$ cat src/rtl/xbee_pkg.sv
// Shared types and constants for the XBee UART link.
// Build option: XBEE_UART_PARITY_EN adds an even-parity bit to every frame.
package xbee_pkg;

    typedef enum logic [2:0] {
        ST_IDLE   = 3'd0,
        ST_START  = 3'd1,
        ST_DATA   = 3'd2,
        ST_PARITY = 3'd3,
        ST_STOP   = 3'd4
    } xbee_state_e;

`ifdef XBEE_UART_PARITY_EN
    localparam int PARITY_BITS = 1;
`else
    localparam int PARITY_BITS = 0;
`endif

    localparam int DEFAULT_DATA_WIDTH = 8;
    localparam int FRAME_BITS         = 1 + DEFAULT_DATA_WIDTH + PARITY_BITS + 1;

    function automatic int clks_per_bit(input int clkfreq, input int baud);
        return clkfreq / baud;
    endfunction

    // Narrower characters are zero-extended, which leaves even parity unchanged.
    function automatic logic even_parity(input logic [8:0] data);
        return ^data;
    endfunction

endpackage

$ cat src/rtl/xbee_uart_fifo_sync_fifo.sv
// First-word-fall-through synchronous FIFO with an occupancy count.
// A push into a full FIFO succeeds when a pop frees the slot in the same cycle.
module xbee_sync_fifo #(
    parameter int WIDTH = 8,
    parameter int DEPTH = 16
) (
    input  logic                     clk,
    input  logic                     reset,
    input  logic                     i_push,
    input  logic [WIDTH-1:0]         i_push_data,
    input  logic                     i_pop,
    output logic [WIDTH-1:0]         o_pop_data,
    output logic                     o_full,
    output logic                     o_empty,
    output logic [$clog2(DEPTH):0]   o_level
);

    localparam int AW = $clog2(DEPTH);

    logic [WIDTH-1:0] r_mem [DEPTH];
    logic [AW-1:0]    r_wr_ptr;
    logic [AW-1:0]    r_rd_ptr;
    logic [AW:0]      r_level;
    logic             w_wr;
    logic             w_rd;

    assign o_full     = (r_level == (AW+1)'(DEPTH));
    assign o_empty    = (r_level == '0);
    assign w_rd       = i_pop & ~o_empty;
    assign w_wr       = i_push & (~o_full | w_rd);
    assign o_level    = r_level;
    assign o_pop_data = o_empty ? '0 : r_mem[r_rd_ptr];

    // Storage array; contents are don't-care until written.
    always_ff @(posedge clk) begin
        if (w_wr) begin
            r_mem[r_wr_ptr] <= i_push_data;
        end
    end

    // Pointers wrap naturally because DEPTH is a power of two.
    always_ff @(posedge clk) begin
        if (reset) begin
            r_wr_ptr <= '0;
            r_rd_ptr <= '0;
            r_level  <= '0;
        end else begin
            if (w_wr) begin
                r_wr_ptr <= r_wr_ptr + AW'(1'b1);
            end
            if (w_rd) begin
                r_rd_ptr <= r_rd_ptr + AW'(1'b1);
            end
            case ({w_wr, w_rd})
                2'b10:   r_level <= r_level + (AW+1)'(1'b1);
                2'b01:   r_level <= r_level - (AW+1)'(1'b1);
                default: r_level <= r_level;
            endcase
        end
    end

endmodule

$ cat src/rtl/xbee_uart_fifo.sv
// Full-duplex FIFO-buffered UART with valid/ready streaming on both sides.
// Build option: XBEE_UART_PARITY_EN inserts an even-parity bit before stop.
module xbee_uart_fifo
    import xbee_pkg::*;
#(
    parameter int CLKFREQ    = 100_000_000,
    parameter int BAUD       = 9600,
    parameter int DATA_WIDTH = 8,
    parameter int TX_DEPTH   = 16,
    parameter int RX_DEPTH   = 16
) (
    input  logic                        clk,
    input  logic                        reset,
    input  logic [DATA_WIDTH-1:0]       tx_data,
    input  logic                        tx_valid,
    output logic                        tx_ready,
    output logic [DATA_WIDTH-1:0]       rx_data,
    output logic                        rx_valid,
    input  logic                        rx_ready,
    output logic                        txd,
    input  logic                        rxd,
    output logic                        rx_overrun,
    output logic                        rx_frame_err,
    output logic [$clog2(TX_DEPTH):0]   tx_level,
    output logic [$clog2(RX_DEPTH):0]   rx_level
);

    localparam int CPB   = clks_per_bit(CLKFREQ, BAUD);
    localparam int CNT_W = $clog2(CPB);
    localparam int BIT_W = $clog2(DATA_WIDTH);
    localparam logic [CNT_W-1:0] CNT_LAST = CNT_W'(CPB - 1);
    localparam logic [CNT_W-1:0] CNT_HALF = CNT_W'(CPB / 2 - 1);
    localparam logic [BIT_W-1:0] BIT_LAST = BIT_W'(DATA_WIDTH - 1);

    logic                  w_tx_full, w_tx_empty, w_tx_push, w_tx_pop, w_tx_load;
    logic [DATA_WIDTH-1:0] w_tx_head;
    xbee_state_e           r_tx_state, w_tx_state_nx;
    logic [CNT_W-1:0]      r_tx_cnt, w_tx_cnt_nx;
    logic [BIT_W-1:0]      r_tx_bit, w_tx_bit_nx;
    logic [DATA_WIDTH-1:0] r_tx_shift, w_tx_shift_nx;
    logic                  r_txd, w_txd_nx;

    logic                  w_rx_full, w_rx_empty, w_rx_fall, w_rx_good;
    logic                  r_rxd_meta, r_rxd_sync, r_rxd_prev;
    xbee_state_e           r_rx_state, w_rx_state_nx;
    logic [CNT_W-1:0]      r_rx_cnt, w_rx_cnt_nx;
    logic [BIT_W-1:0]      r_rx_bit, w_rx_bit_nx;
    logic [DATA_WIDTH-1:0] r_rx_shift, w_rx_shift_nx;
    logic                  r_rx_brk, w_rx_brk_nx;
    logic                  r_rx_push, w_rx_push_nx;
    logic                  r_rx_frame_err, w_rx_ferr_nx;
    logic                  r_rx_overrun;

`ifdef XBEE_UART_PARITY_EN
    logic r_tx_par, w_tx_par_nx;
    logic r_rx_par, w_rx_par_nx;
    assign w_rx_good = r_rxd_sync & (r_rx_par == even_parity(9'(r_rx_shift)));
`else
    assign w_rx_good = r_rxd_sync;
`endif

    assign tx_ready     = ~w_tx_full;
    assign w_tx_push    = tx_valid & ~w_tx_full;
    assign txd          = r_txd;
    assign rx_valid     = ~w_rx_empty;
    assign rx_overrun   = r_rx_overrun;
    assign rx_frame_err = r_rx_frame_err;
    assign w_rx_fall    = r_rxd_prev & ~r_rxd_sync;

    xbee_sync_fifo #(.WIDTH(DATA_WIDTH), .DEPTH(TX_DEPTH)) u_tx_fifo (
        .clk(clk), .reset(reset),
        .i_push(w_tx_push), .i_push_data(tx_data),
        .i_pop(w_tx_pop), .o_pop_data(w_tx_head),
        .o_full(w_tx_full), .o_empty(w_tx_empty), .o_level(tx_level)
    );

    xbee_sync_fifo #(.WIDTH(DATA_WIDTH), .DEPTH(RX_DEPTH)) u_rx_fifo (
        .clk(clk), .reset(reset),
        .i_push(r_rx_push), .i_push_data(r_rx_shift),
        .i_pop(rx_ready), .o_pop_data(rx_data),
        .o_full(w_rx_full), .o_empty(w_rx_empty), .o_level(rx_level)
    );

    // TX next state: txd is computed one cycle ahead so the line is a flop.
    always_comb begin
        w_tx_state_nx = r_tx_state;
        w_tx_cnt_nx   = r_tx_cnt + CNT_W'(1'b1);
        w_tx_bit_nx   = r_tx_bit;
        w_tx_shift_nx = r_tx_shift;
        w_txd_nx      = r_txd;
        w_tx_load     = 1'b0;
        w_tx_pop      = 1'b0;
`ifdef XBEE_UART_PARITY_EN
        w_tx_par_nx   = r_tx_par;
`endif
        case (r_tx_state)
            ST_IDLE: begin
                w_tx_cnt_nx = '0;
                w_txd_nx    = 1'b1;
                w_tx_load   = ~w_tx_empty;
            end
            ST_START: begin
                if (r_tx_cnt == CNT_LAST) begin
                    w_tx_cnt_nx   = '0;
                    w_tx_state_nx = ST_DATA;
                    w_txd_nx      = r_tx_shift[0];
                end else begin
                    w_txd_nx = 1'b0;
                end
            end
            ST_DATA: begin
                if (r_tx_cnt == CNT_LAST) begin
                    w_tx_cnt_nx = '0;
                    if (r_tx_bit == BIT_LAST) begin
`ifdef XBEE_UART_PARITY_EN
                        w_tx_state_nx = ST_PARITY;
                        w_txd_nx      = r_tx_par;
`else
                        w_tx_state_nx = ST_STOP;
                        w_txd_nx      = 1'b1;
`endif
                    end else begin
                        w_tx_bit_nx   = r_tx_bit + BIT_W'(1'b1);
                        w_tx_shift_nx = r_tx_shift >> 1;
                        w_txd_nx      = r_tx_shift[1];
                    end
                end else begin
                    w_txd_nx = r_tx_shift[0];
                end
            end
            ST_PARITY: begin
                if (r_tx_cnt == CNT_LAST) begin
                    w_tx_cnt_nx   = '0;
                    w_tx_state_nx = ST_STOP;
                    w_txd_nx      = 1'b1;
                end else begin
                    w_txd_nx = r_txd;
                end
            end
            ST_STOP: begin
                w_txd_nx = 1'b1;
                if (r_tx_cnt == CNT_LAST) begin
                    w_tx_cnt_nx   = '0;
                    w_tx_state_nx = ST_IDLE;
                    w_tx_load     = ~w_tx_empty;
                end else begin
                    w_tx_load = 1'b0;
                end
            end
            default: begin
                w_tx_state_nx = ST_IDLE;
                w_tx_cnt_nx   = '0;
                w_txd_nx      = 1'b1;
            end
        endcase
        // Loading straight from STOP keeps queued frames back-to-back.
        if (w_tx_load) begin
            w_tx_pop      = 1'b1;
            w_tx_shift_nx = w_tx_head;
            w_tx_bit_nx   = '0;
            w_tx_cnt_nx   = '0;
            w_tx_state_nx = ST_START;
            w_txd_nx      = 1'b0;
`ifdef XBEE_UART_PARITY_EN
            w_tx_par_nx   = even_parity(9'(w_tx_head));
`endif
        end else begin
            w_tx_pop = 1'b0;
        end
    end

    // TX state register.
    always_ff @(posedge clk) begin
        if (reset) begin
            r_tx_state <= ST_IDLE;
            r_tx_cnt   <= '0;
            r_tx_bit   <= '0;
            r_tx_shift <= '0;
            r_txd      <= 1'b1;
        end else begin
            r_tx_state <= w_tx_state_nx;
            r_tx_cnt   <= w_tx_cnt_nx;
            r_tx_bit   <= w_tx_bit_nx;
            r_tx_shift <= w_tx_shift_nx;
            r_txd      <= w_txd_nx;
        end
    end

    // rxd synchronizer plus one extra stage for falling-edge detection.
    always_ff @(posedge clk) begin
        if (reset) begin
            r_rxd_meta <= 1'b1;
            r_rxd_sync <= 1'b1;
            r_rxd_prev <= 1'b1;
        end else begin
            r_rxd_meta <= rxd;
            r_rxd_sync <= r_rxd_meta;
            r_rxd_prev <= r_rxd_sync;
        end
    end

    // RX next state: after a bad stop bit, hold in STOP until the line is high.
    always_comb begin
        w_rx_state_nx = r_rx_state;
        w_rx_cnt_nx   = r_rx_cnt + CNT_W'(1'b1);
        w_rx_bit_nx   = r_rx_bit;
        w_rx_shift_nx = r_rx_shift;
        w_rx_brk_nx   = r_rx_brk;
        w_rx_push_nx  = 1'b0;
        w_rx_ferr_nx  = 1'b0;
`ifdef XBEE_UART_PARITY_EN
        w_rx_par_nx   = r_rx_par;
`endif
        case (r_rx_state)
            ST_IDLE: begin
                w_rx_cnt_nx = '0;
                if (w_rx_fall) begin
                    w_rx_state_nx = ST_START;
                end else begin
                    w_rx_state_nx = ST_IDLE;
                end
            end
            ST_START: begin
                if (r_rx_cnt == CNT_HALF) begin
                    w_rx_cnt_nx   = '0;
                    w_rx_bit_nx   = '0;
                    w_rx_state_nx = r_rxd_sync ? ST_IDLE : ST_DATA;
                end else begin
                    w_rx_state_nx = ST_START;
                end
            end
            ST_DATA: begin
                if (r_rx_cnt == CNT_LAST) begin
                    w_rx_cnt_nx   = '0;
                    w_rx_shift_nx = {r_rxd_sync, r_rx_shift[DATA_WIDTH-1:1]};
                    if (r_rx_bit == BIT_LAST) begin
`ifdef XBEE_UART_PARITY_EN
                        w_rx_state_nx = ST_PARITY;
`else
                        w_rx_state_nx = ST_STOP;
`endif
                    end else begin
                        w_rx_bit_nx = r_rx_bit + BIT_W'(1'b1);
                    end
                end else begin
                    w_rx_state_nx = ST_DATA;
                end
            end
            ST_PARITY: begin
                if (r_rx_cnt == CNT_LAST) begin
                    w_rx_cnt_nx   = '0;
                    w_rx_state_nx = ST_STOP;
`ifdef XBEE_UART_PARITY_EN
                    w_rx_par_nx   = r_rxd_sync;
`endif
                end else begin
                    w_rx_state_nx = ST_PARITY;
                end
            end
            ST_STOP: begin
                if (r_rx_brk) begin
                    w_rx_cnt_nx = '0;
                    if (r_rxd_sync) begin
                        w_rx_brk_nx   = 1'b0;
                        w_rx_state_nx = ST_IDLE;
                    end else begin
                        w_rx_state_nx = ST_STOP;
                    end
                end else if (r_rx_cnt == CNT_LAST) begin
                    w_rx_cnt_nx = '0;
                    if (w_rx_good) begin
                        w_rx_push_nx  = 1'b1;
                        w_rx_state_nx = ST_IDLE;
                    end else begin
                        w_rx_ferr_nx = 1'b1;
                        w_rx_brk_nx  = 1'b1;
                    end
                end else begin
                    w_rx_state_nx = ST_STOP;
                end
            end
            default: begin
                w_rx_state_nx = ST_IDLE;
                w_rx_cnt_nx   = '0;
                w_rx_brk_nx   = 1'b0;
            end
        endcase
    end

    // RX state register and status pulses; the FIFO decides on overrun.
    always_ff @(posedge clk) begin
        if (reset) begin
            r_rx_state     <= ST_IDLE;
            r_rx_cnt       <= '0;
            r_rx_bit       <= '0;
            r_rx_shift     <= '0;
            r_rx_brk       <= 1'b0;
            r_rx_push      <= 1'b0;
            r_rx_frame_err <= 1'b0;
            r_rx_overrun   <= 1'b0;
        end else begin
            r_rx_state     <= w_rx_state_nx;
            r_rx_cnt       <= w_rx_cnt_nx;
            r_rx_bit       <= w_rx_bit_nx;
            r_rx_shift     <= w_rx_shift_nx;
            r_rx_brk       <= w_rx_brk_nx;
            r_rx_push      <= w_rx_push_nx;
            r_rx_frame_err <= w_rx_ferr_nx;
            r_rx_overrun   <= r_rx_push & w_rx_full & ~rx_ready;
        end
    end

`ifdef XBEE_UART_PARITY_EN
    // Parity bits for the frame in flight in each direction.
    always_ff @(posedge clk) begin
        if (reset) begin
            r_tx_par <= 1'b0;
            r_rx_par <= 1'b0;
        end else begin
            r_tx_par <= w_tx_par_nx;
            r_rx_par <= w_rx_par_nx;
        end
    end
`endif

endmodule

$ cat config.mk
export PLATFORM = sky130hd
export DESIGN_NAME = xbee_uart_fifo
export DESIGN_NICKNAME = d
export VERILOG_FILES = /design/src/rtl/xbee_pkg.sv /design/src/rtl/xbee_uart_fifo_sync_fifo.sv /design/src/rtl/xbee_uart_fifo.sv
export SDC_FILE = /design/constraint.sdc
export NUM_CORES = 1
export LEC_CHECK = 0
export BUFFER_PORTS_ARGS = -buffer_cell sky130_fd_sc_hd__buf_4
export CORE_ASPECT_RATIO = 0.7
export CORE_UTILIZATION = 25
export DETAILED_ROUTE_END_ITERATION = 12
export RECOVER_POWER = 100
export SYNTH_ARGS = -nofsm -noshare
export SYNTH_HDL_FRONTEND = slang
export SYNTH_SLANG_ARGS = --single-unit
$ cat constraint.sdc
create_clock -name clk -period 7.7 [get_ports clk]
set_clock_uncertainty 0.15 [all_clocks]
set_input_delay 0.77 -clock clk [delete_from_list [all_inputs] [get_ports clk]]
set_output_delay 0.77 -clock clk [all_outputs]
set_load 0.1 [all_outputs]
==> impl_metrics.tcl <==
set metrics [dict create \
    status "finished, violations left" \
    violations "max-capacitance violations, max-slew violations" \
    cts_sinks 354 \
    core_sq_mm 0.0568 \
    vias_per_cell 4.48 \
    grt_max_degree 65 \
    fin_cells 1732 \
    synth-edff-count 256 \
    syn_area_sq_mm 0.0144 \
    gp_congestion 0.764 \
    syn_inst 918 \
    synthSimpleGateAreaFrac 0.0900 \
    die_h_um 203 \
    htreeDepth 2 \
    drtIter0Drc 648 \
    n_antenna_cell 0 \
    antenna_found_initial 0 \
    ys_seq_elements 354 \
    slowest_delay_ps 1590 \
    drcViolationCount 0 \
    overflow 0 \
    cts_buffers 38 \
    start_util 0.254 \
    arrival_ps 4090 \
    slew_headroom -0.901 \
    fmax_mhz 200 \
    clk_latency_ps 540 \
    ys_warn_count 0 \
    rsz0062_at_grt "false" \
    layout-drive-gt1-share 0.119 \
    ctsHoldBuffers 0 \
    synth_top_family_by_area "multiplexers" \
    p_per_area_mw_per_mm2 276 \
    end_kind "primary output" \
    path_class "reg2out" \
    slew_viol_final 149 \
    vdd_drop_max_mv 0.137 \
    synth_compound_gate_area_share 0.0386 \
    synth_fp_nets 955 \
    clock_path_buffers 3 \
    pin_count 36 \
    post-place-cells 1664 \
    crit_chain "mux4_1, mux4_2, and2_1, clkbuf_1" \
    tightestPinTransition_ps 2850 \
    cts_tree "done" \
    grt_pass1_vias 7699 \
    critical_path_required_ps 6780 \
    worstPathMaxFanout 32 \
    ys.flop_type "edfxtp_1" \
    dieArea_sq_mm 0.0586 \
    ant_nets 0 \
    firstDrtPassIters 5 \
    fin_crit_sh 0.651 \
    seq_area_frac_synth 0.670 \
    final_nets 991 \
    grtUsageTotal 0.103 \
    drv_cap 7 \
    fp-row-count 73 \
    hpwl_um 19700 \
    die_w_um 289 \
    grt_pass1_wl_um 45800 \
    cts_resized 0 \
    portBuffers 35 \
    synth_cell_type_count 62 \
    cts_root_buf "clkbuf_16" \
    yosys.area.top_type "edfxtp_1" \
    finalHoldViolCount 0 \
    synth_area_per_cell_sq_um 15.7 \
    wire_per_inst_um 17.2 \
    synth_top_area_share 0.533 \
    setup_viol 0 \
    synthTopCellsByArea "edfxtp_1, dfxtp_1, mux4_2" \
    num-fill-cells 5666 \
    area_growth_pct 14.0 \
    synth_fa_ha_area_frac 0.0214 \
    cp_slowest_cell "dfxtp_1" \
    synth_xor_area_frac 0.0243 \
    drt_wl_total_um 29800 \
    cts.clk_slew.worst_paths_ps 60 \
    post_cts_buffers 0 \
    vias 7768 \
    ys_async_sr_fraction 0 \
    synthMuxAreaShare 0.133 \
    hp-class "reg2reg" \
    p_leak_uw 0.00522 \
    period_minus_slack_ps 5010 \
    worst_setup_path_start_kind "flip-flop" \
    tns_ps 0 \
]
==> layout by cell type, fill, tap and decap left out, types with 14 or more instances in the layout <==
| master | count |
|---|---|
| nor3_1 | 14 |
| clkbuf_1 | 48 |
| or3_1 | 15 |
| nand2_1 | 33 |
| mux4_2 | 47 |
| ha_1 | 23 |
| edfxtp_1 | 256 |
| dfxtp_1 | 96 |
| clkbuf_16 | 39 |
| mux2i_1 | 21 |
| nor2_1 | 98 |
| inv_1 | 19 |
| o21ai_0 | 23 |
| mux4_1 | 24 |
| a21oi_1 | 28 |
| xor2_1 | 30 |
==> cell type report <==
type,count,area (sq um),area share
clock buffers,55,1070,0.0649
clock inverters,13,105,0.00640
inverters,20,75.1,0.00457
multi-input cells,499,4420,0.269
flip-flops and latches,354,9650,0.587
well taps,750,938,0.0571
repair buffers,41,176,0.0107
==> stage by stage <==
stage          power, uW  hold slack [ps]  utilization  cell area [sq um]  worst slack (ps)
6_report            4540              264        0.289              16400              2690
4_1_cts             4620              268        0.292              16600              3530
3_3_place_gp        2870              260        0.271              15400              4110
5_1_grt             4730              277        0.289              16400              2450
3_5_place_dp        2880              252        0.271              15400              4010
2_1_floorplan       2720              239            -              14400              3860
==> synthesized netlist by cell type, drive strengths merged (2+ instances only) <==
cell	count
mux4	71
nand4	8
clkbuf	24
a211oi	5
dfxtp	98
nand2b	11
a21o	3
and4	4
nor3b	5
or3b	2
nand2	33
a21oi	28
nand3b	3
or4	4
nor2	98
o32ai	2
or3	15
nor4	9
mux2i	21
nand3	13
xor2	30
buf	21
a221oi	7
a22o	7
ha	23
edfxtp	256
or2	3
xnor2	10
o21ai	24
nand4bb	3
and3	6
inv	20
nor3	14
a31oi	2
nor2b	11
and2	12
==> path summary, 6_finish.rpt <==
check	startpoint	to	slack (ps)	cells after the start
worst max-delay path	flip-flop	rx_data[0]	2690	4
worst min-delay path	r_rxd_meta$_SDFF_PP1_	r_rxd_sync$_SDFF_PP1_	260	1
worst max register to register	u_tx_fifo.o_level[1]$_SDFFE_PP0P_	u_tx_fifo.r_mem[0][1]$_DFFE_PP_	3800	4
worst min register to register	r_rxd_meta$_SDFF_PP1_	r_rxd_sync$_SDFF_PP1_	260	1
==> worst max-delay path, delay by kind of cell, from the launching register on <==
family | cells | cell delay (ps)
DFF | 1 | 1590
muxes | 2 | 1290
and+or+nand+nor | 1 | 160
buffers and inverters | 1 | 490
==> logic make-up (layout without fill, tap and decap cells) <==
logic type | Yosys count | count (layout)
mux | 93 | 93
simple gates | 255 | 255
fa+ha+maj | 24 | 24
xor+xnor | 40 | 40
flops | 354 | 354
buf+inv | 65 | 129
compound gates | 87 | 87
==> report_power, final <==
group          switching, uW  total [uW]  internal (uW)
sequential              54.9        2150           2100
combinational            418         663            246
clock                    724        1720           1000
total                   1200        4540           3340
==> flip-flops by register name, summed over array words and instances (netlist names), 3 cells and up, named ones only <==
| register | flops |
|---|---|
| r_rx_bit | 3 |
| r_rx_cnt | 14 |
| r_rx_shift | 8 |
| r_rx_state | 3 |
| r_tx_bit | 3 |
| r_tx_cnt | 14 |
| r_tx_shift | 8 |
| r_tx_state | 3 |
| u_rx_fifo.o_level | 5 |
| u_rx_fifo.r_mem | 128 |
| u_rx_fifo.r_rd_ptr | 4 |
| u_rx_fifo.r_wr_ptr | 4 |
| u_tx_fifo.o_level | 5 |
| u_tx_fifo.r_mem | 128 |
| u_tx_fifo.r_rd_ptr | 4 |
| u_tx_fifo.r_wr_ptr | 4 |
==> routing by layer <==
layer	track usage	routed length [um]	part of all wire
met5	0	0	0
met4	0.0288	483	0.016
met3	0.0322	2120	0.071
met2	0.140	12200	0.41
met1	0.154	15000	0.50
No activity file was read; power rests on OpenSTA's default activity.
